===== src/rtl/mips_div_pkg.sv =====
// Shared definitions for the MIPS iterative divider: default width and FSM state codes.
package mips_div_pkg;

  localparam int DIV_WIDTH_DEFAULT = 32;

  typedef logic [1:0] div_state_e;
  localparam div_state_e IDLE   = 2'd0;
  localparam div_state_e DIVIDE = 2'd1;
  localparam div_state_e FIXUP  = 2'd2;

endpackage


===== src/rtl/div_sign_adjust.sv =====
// Conditional two's-complement negate; yields |value| when negate = sign bit in signed mode.
module div_sign_adjust
  import mips_div_pkg::*;
#(
  parameter int WIDTH = DIV_WIDTH_DEFAULT
) (
  input  logic [WIDTH-1:0] value,
  input  logic             negate,
  output logic [WIDTH-1:0] result
);

  assign result = negate ? (~value + WIDTH'(1)) : value;

endmodule


===== src/rtl/mips_div_unit.sv =====
// Radix-2 restoring divider for MIPS DIV/DIVU: quotient -> LO, remainder -> HI.
// Optional early-exit when |dividend| < |divisor|, enabled by defining MIPS_DIV_FASTPATH_EN.
module mips_div_unit
  import mips_div_pkg::*;
#(
  parameter int WIDTH = DIV_WIDTH_DEFAULT
) (
  input  logic             clk,
  input  logic             reset_n,
  input  logic             start,
  input  logic             is_signed,
  input  logic             abort,
  input  logic [WIDTH-1:0] dividend,
  input  logic [WIDTH-1:0] divisor,
  output logic             busy,
  output logic             done,
  output logic [WIDTH-1:0] quotient,
  output logic [WIDTH-1:0] remainder,
  output logic             div_by_zero
);

  localparam int CNT_W = $clog2(WIDTH + 1);

  div_state_e       state;
  logic [CNT_W-1:0] counter;
  logic [WIDTH-1:0] rem_q;
  logic [WIDTH-1:0] quo_q;
  logic [WIDTH-1:0] dvs_q;
  logic             sign_q;
  logic             sign_r;
  logic             dbz_q;

  logic [WIDTH-1:0] abs_dvd;
  logic [WIDTH-1:0] abs_dvs;
  logic [WIDTH-1:0] fix_quo;
  logic [WIDTH-1:0] fix_rem;
  logic [WIDTH:0]   shifted;
  logic [WIDTH:0]   trial;
  logic             fast_ok;

  div_sign_adjust #(.WIDTH(WIDTH)) u_abs_dvd (
    .value  (dividend),
    .negate (is_signed & dividend[WIDTH-1]),
    .result (abs_dvd)
  );

  div_sign_adjust #(.WIDTH(WIDTH)) u_abs_dvs (
    .value  (divisor),
    .negate (is_signed & divisor[WIDTH-1]),
    .result (abs_dvs)
  );

  div_sign_adjust #(.WIDTH(WIDTH)) u_fix_quo (
    .value  (quo_q),
    .negate (sign_q),
    .result (fix_quo)
  );

  div_sign_adjust #(.WIDTH(WIDTH)) u_fix_rem (
    .value  (rem_q),
    .negate (sign_r),
    .result (fix_rem)
  );

  // Magnitudes are unsigned WIDTH bits, so |MIN| fits; the trial runs in WIDTH+1 bits.
  assign shifted = {rem_q, quo_q[WIDTH-1]};
  assign trial   = shifted - {1'b0, dvs_q};

`ifdef MIPS_DIV_FASTPATH_EN
  assign fast_ok = (divisor != '0) && (abs_dvd < abs_dvs);
`else
  assign fast_ok = 1'b0;
`endif

  always_ff @(posedge clk or negedge reset_n) begin
    if (!reset_n) begin
      state       <= IDLE;
      counter     <= '0;
      rem_q       <= '0;
      quo_q       <= '0;
      dvs_q       <= '0;
      sign_q      <= 1'b0;
      sign_r      <= 1'b0;
      dbz_q       <= 1'b0;
      busy        <= 1'b0;
      done        <= 1'b0;
      quotient    <= '0;
      remainder   <= '0;
      div_by_zero <= 1'b0;
    end else begin
      done <= 1'b0;
      case (state)
        IDLE: begin
          if (start && !abort) begin
            dvs_q  <= abs_dvs;
            sign_q <= is_signed & (dividend[WIDTH-1] ^ divisor[WIDTH-1]);
            sign_r <= is_signed & dividend[WIDTH-1];
            dbz_q  <= (divisor == '0);
            busy   <= 1'b1;
            if (fast_ok) begin
              quo_q   <= '0;
              rem_q   <= abs_dvd;
              counter <= '0;
              state   <= FIXUP;
            end else begin
              quo_q   <= abs_dvd;
              rem_q   <= '0;
              counter <= CNT_W'(WIDTH);
              state   <= DIVIDE;
            end
          end
        end
        DIVIDE: begin
          if (abort) begin
            state   <= IDLE;
            busy    <= 1'b0;
            counter <= '0;
          end else begin
            rem_q   <= trial[WIDTH] ? shifted[WIDTH-1:0] : trial[WIDTH-1:0];
            quo_q   <= {quo_q[WIDTH-2:0], ~trial[WIDTH]};
            counter <= counter - CNT_W'(1);
            if (counter == CNT_W'(1)) begin
              state <= FIXUP;
            end
          end
        end
        FIXUP: begin
          state <= IDLE;
          busy  <= 1'b0;
          // A zero divisor leaves rem = |dividend|, so the sign fixup restores the dividend.
          if (!abort) begin
            done        <= 1'b1;
            quotient    <= dbz_q ? '1 : fix_quo;
            remainder   <= fix_rem;
            div_by_zero <= dbz_q;
          end
        end
        default: begin
          state <= IDLE;
          busy  <= 1'b0;
        end
      endcase
    end
  end

endmodule


===== config.mk =====
export PLATFORM = sky130hd
export DESIGN_NAME = mips_div_unit
export DESIGN_NICKNAME = d
export VERILOG_FILES = /design/src/rtl/mips_div_pkg.sv /design/src/rtl/div_sign_adjust.sv /design/src/rtl/mips_div_unit.sv
export SDC_FILE = /design/constraint.sdc
export NUM_CORES = 1
export LEC_CHECK = 0
export BUFFER_PORTS_ARGS = -buffer_cell sky130_fd_sc_hd__buf_2
export CAP_MARGIN = 10
export CORE_ASPECT_RATIO = 1.75
export CORE_MARGIN = 3
export CORE_UTILIZATION = 60
export CTS_CLUSTER_DIAMETER = 40
export DETAILED_ROUTE_END_ITERATION = 12
export PLACE_DENSITY = 0.84
export RECOVER_POWER = 100
export SETUP_SLACK_MARGIN = 0.05
export SYNTH_ARGS = -nofsm -noshare
export SYNTH_HDL_FRONTEND = slang
export SYNTH_HIERARCHICAL = 1
export SYNTH_SLANG_ARGS = --single-unit

===== constraint.sdc =====
create_clock -name clk -period 3.8 [get_ports clk]
set_input_delay 0.19 -clock clk [delete_from_list [all_inputs] [get_ports clk]]
set_output_delay 0.19 -clock clk [all_outputs]
set_load 0.02 [all_outputs]

==> run_results.csv <==
group,metric,value,unit
logic_synthesis,synth.most_common_cell,"sky130_fd_sc_hd__nand2_1",
placed_design,routabilityCongestion,0.932,
finish,insertedDiodeCount,0,
worst_setup_path,critPathMaxFanout,24,
detailed_routing,via_count,10900,
worst_setup_path,critical_path.endpoint_type,"flip-flop",
detailed_routing,final_antenna_net_count,0,
sta,finalHoldViolCount,0,
cts,cts_buffer_depth,2,
cts,worst_skew_pair_latency,0.44,ns
sta,max-slew-margin-rel,-78.1,%
sta,final_period_minus_worst_setup_slack,3.53,ns
logic_synthesis,synthTopCellsByArea,"sky130_fd_sc_hd__dfrtp_1 35%, sky130_fd_sc_hd__xnor2_1 9.8%, sky130_fd_sc_hd__nand2_1 6.1%",
worst_setup_path,criticalPathCategory,"reg2reg",
die,ioPinCount,136,
sta,tightest_slew,2.67,ns
pwr,p_switching,2.54,mW
status,run_status,"complete, but fails checks",
detailed_routing,post_drt_via_cell_ratio,6.26,
finish,flow.area_growth_from_synthesis,9.83,%
die,die-area,0.0223,sq mm
worst_setup_path,max_stage_delay,0.41,ns
logic_synthesis,syn-mean-instance-area,8.79,sq um
finish,drive_above_1_share,12.9,%
worst_setup_path,arrival,3.82,ns
min_path,worstHoldPathType,"in2reg",
sta,setup_violations,0,
logic_synthesis,async_flop_share,100,%
logic_synthesis,synth.cell_area,0.0123,sq mm
die,die_width,114,microns
global_route,globalRouteOverflowTotal,0,
logic_synthesis,number_of_cells_produced_by_synthesis,1397,
detailed_routing,dr.pass1.iters,7,
pwr,power_frac_clock,26.7,%
logic_synthesis,syn-num-nets,1505,
pwr,netSwitchingFraction,39.5,%
pwr,vdd_drop_max,0.389,mV
detailed_routing,wl_per_cell,18.6,microns
global_route,first_global_vias,10900,
global_route,grt_antenna_before_repair,0,
cts,clkTransAtPathRegs,0.07,ns
global_route,grt_pass1_wl,52500,microns
detailed_routing,wl_final,32500,microns
detailed_routing,detail_route.drc_violations,0,
placed_design,detailed_place_hpwl,24300,microns
die,start_util,61.7,%
cts,clock_sink_count,174,
finish,multi_input_comb_area,0.00737,sq mm
sta,timing.final.crit_share,92.8,%
pwr,share_seq_of_total_power,39.9,%
worst_setup_path,critical_path_required,4.10,ns
cts,tritoncts.num_buffers,17,
logic_synthesis,synth_seq_cells,174,
pwr,comb_power_share,33.4,%
global_route,pin_count_of_the_biggest_net_entering_global_routing,110,
finish,filler_cell_count,1660,
cts,root_buf_cell,"sky130_fd_sc_hd__clkbuf_16",
logic_synthesis,ys_top_cells_by_count,"198 x sky130_fd_sc_hd__nand2_1, 174 x sky130_fd_sc_hd__dfrtp_1, 138 x sky130_fd_sc_hd__xnor2_1, 126 x sky130_fd_sc_hd__nor2_1, 99 x sky130_fd_sc_hd__o21ai_0",
pwr,p_int,3.88,mW
global_route,global_route.usage.total,29.2,%
run,timing.max_cap.violations,4,
worst_setup_path,critical_path.slowest_cell,"sky130_fd_sc_hd__dfrtp_1",
status,failing_checks,"max-capacitance violations, max-slew violations",
logic_synthesis,netlist-cell-type-count,68,
placed_design,io_buffer_count,135,
logic_synthesis,synth_edf_count,0,
worst_setup_path,critical_path_cell_by_cell,"inv_1, ha_1, inv_1, fa_1, a21oi_1, o21ai_0, a21oi_1, o2bb2ai_2, o211ai_2, o21ai_4, xnor2_4, buf_6, mux2i_1, o21ai_0",
pwr,power_leakage,5.78,nW
sta,setup_tns,0,ns
die,core,0.0199,sq mm
sta,maxSlewViolCount,245,
cts,cts_tree,"built",
sta,grt_setup_unrepaired,"false",
logic_synthesis,yosysSeqAreaShare,35.4,%
logic_synthesis,post_synth_top_flop,"sky130_fd_sc_hd__dfrtp_1",
worst_setup_path,start_kind,"flip-flop",
logic_synthesis,yosysWarnings,6,
sta,skew,0.00790,ns
sta,max_clock_freq,284,MHz
cts,post-cts-setup-buffers,0,
finish,final_nets,1595,
detailed_routing,detailedRoute.firstIterationViolations,994,
die,floorplan.rows,68,
logic_synthesis,synth.largest_area_cell,"sky130_fd_sc_hd__dfrtp_1",
pwr,power_per_cell_area,476,mW/mm^2
finish,regArea,0.00435,sq mm
pwr,total_power,6.42,mW
die,fp.dieH,195,microns
logic_synthesis,synth_top_area_share,35.4,%
cts,h_tree_levels,4,
-- power groups by stage --
stage / sequential, mW / clock [mW] / combinational, mW
finish: 2.56 / 1.71 / 2.15
CTS: 2.56 / 1.73 / 2.19
detailed placement: 2.59 / 0 / 2.17
global placement: 2.57 / 0 / 2.11
global route: 2.61 / 1.80 / 2.38
floorplan: 2.66 / 0 / 1.41
-- critical path, delay by kind of cell, from the launching register on --
kind	cells	cell delay (ns)
compound gates	7	1.44
fa+ha+maj	2	0.60
mux	1	0.26
buf+inv	3	0.46
xor+xnor	1	0.17
flops	1	0.41
-- area by class of cell --
type | instances | area share, %
timing repair buffer | 148 | 5.29
multi-input combinational | 1098 | 54.7
tap | 245 | 2.27
inverter | 48 | 1.34
clock inverter | 15 | 1.02
clock buffer | 17 | 3.15
sequential | 174 | 32.3
-- logic make-up (layout without fill, tap and decap cells) --
family | Yosys count | in the layout | synth area share, %
simple gates | 488 | 488 | 20.5
mux | 59 | 59 | 5.14
compound gates | 359 | 359 | 19.5
flops | 174 | 174 | 35.4
fa+ha+maj | 39 | 39 | 4.03
xor+xnor | 153 | 153 | 11.2
buf+inv | 125 | 228 | 4.17
-- placed cells by master (no fill, tap or decap), types with 6 or more instances in the layout --
| cell | n |
|---|---|
| sky130_fd_sc_hd__nand2_1 | 198 |
| sky130_fd_sc_hd__nor3_1 | 14 |
| sky130_fd_sc_hd__xnor2_1 | 138 |
| sky130_fd_sc_hd__clkbuf_16 | 17 |
| sky130_fd_sc_hd__a31oi_1 | 39 |
| sky130_fd_sc_hd__buf_4 | 7 |
| sky130_fd_sc_hd__o41ai_2 | 13 |
| sky130_fd_sc_hd__a32oi_1 | 7 |
| sky130_fd_sc_hd__ha_1 | 38 |
| sky130_fd_sc_hd__inv_6 | 8 |
| sky130_fd_sc_hd__o31ai_1 | 36 |
| sky130_fd_sc_hd__nand3_1 | 22 |
| sky130_fd_sc_hd__nand2b_1 | 17 |
| sky130_fd_sc_hd__clkbuf_1 | 69 |
| sky130_fd_sc_hd__a21o_1 | 21 |
| sky130_fd_sc_hd__inv_1 | 48 |
| sky130_fd_sc_hd__o21ai_1 | 6 |
| sky130_fd_sc_hd__xor2_1 | 13 |
| sky130_fd_sc_hd__nor4_4 | 15 |
| sky130_fd_sc_hd__dfrtp_1 | 174 |
| sky130_fd_sc_hd__o41ai_1 | 23 |
| sky130_fd_sc_hd__mux2i_1 | 26 |
| sky130_fd_sc_hd__nand4_1 | 21 |
| sky130_fd_sc_hd__or2b_1 | 8 |
| sky130_fd_sc_hd__nor2_1 | 124 |
| sky130_fd_sc_hd__nor4_1 | 18 |
| sky130_fd_sc_hd__mux2_2 | 33 |
| sky130_fd_sc_hd__nor2b_1 | 10 |
| sky130_fd_sc_hd__buf_2 | 67 |
| sky130_fd_sc_hd__o21ai_0 | 113 |
| sky130_fd_sc_hd__or2_2 | 6 |
| sky130_fd_sc_hd__a21oi_1 | 70 |
-- final timing paths --
check | depth (start not counted) | from | end | slack [ns]
min reg2reg | 1 | remainder[6]$_DFFE_PN0P_ | remainder[6]$_DFFE_PN0P_ | 0.51
max in group asynchronous | 2 | reset_n | rem_q[27]$_DFFE_PN0P_ | 1.12
min | 2 | abort | state[0]$_DFFE_PN0P_ | 0.02
max | 14 | quo_q[31]$_DFFE_PN0P_ | rem_q[3]$_DFFE_PN0P_ | 0.27
max reg2reg | 14 | quo_q[31]$_DFFE_PN0P_ | rem_q[3]$_DFFE_PN0P_ | 0.27
min in group asynchronous | 2 | reset_n | quotient[3]$_DFFE_PN0P_ | 1.11
-- per-layer routing --
layer  wire, microns  GRT usage, %  vias up
li1                -             -     5143
met1           11700          31.4     5226
met2           17400          53.7      427
met3            1420          3.22      130
met5               0             0        -
met4            1890          17.4        0
-- flip-flops by register name, summed over array words and instances (netlist names), 2 cells and up --
| register | cells |
|---|---|
| dvs_q | 32 |
| quo_q | 32 |
| quotient | 32 |
| rem_q | 32 |
| remainder | 32 |
| counter | 6 |
| state | 2 |
-- what timing repair did --
item / 4_1_cts / 5_1_grt
hold buffers: 1 / 0
endpoints found under the setup margin: 0 / 14
gates resized for setup: 0 / 1
endpoints found under the hold margin: 108 / 0
-- metrics by stage --
step	instances	worst slack (ns)	area, sq um	utilization (%)	hold WS, ns
2_1_floorplan	1397	0.838	12300	-	-0.106
3_3_place_gp	1712	0.435	13100	65.7	0.382
3_5_place_dp	1712	0.267	13100	65.7	0.397
4_1_cts	1745	0.186	13600	68.6	0.0250
5_1_grt	1745	0.0449	13500	67.8	0.0360
6_report	1745	0.274	13500	67.8	0.0216
No activity file was read; power rests on OpenSTA's default activity.
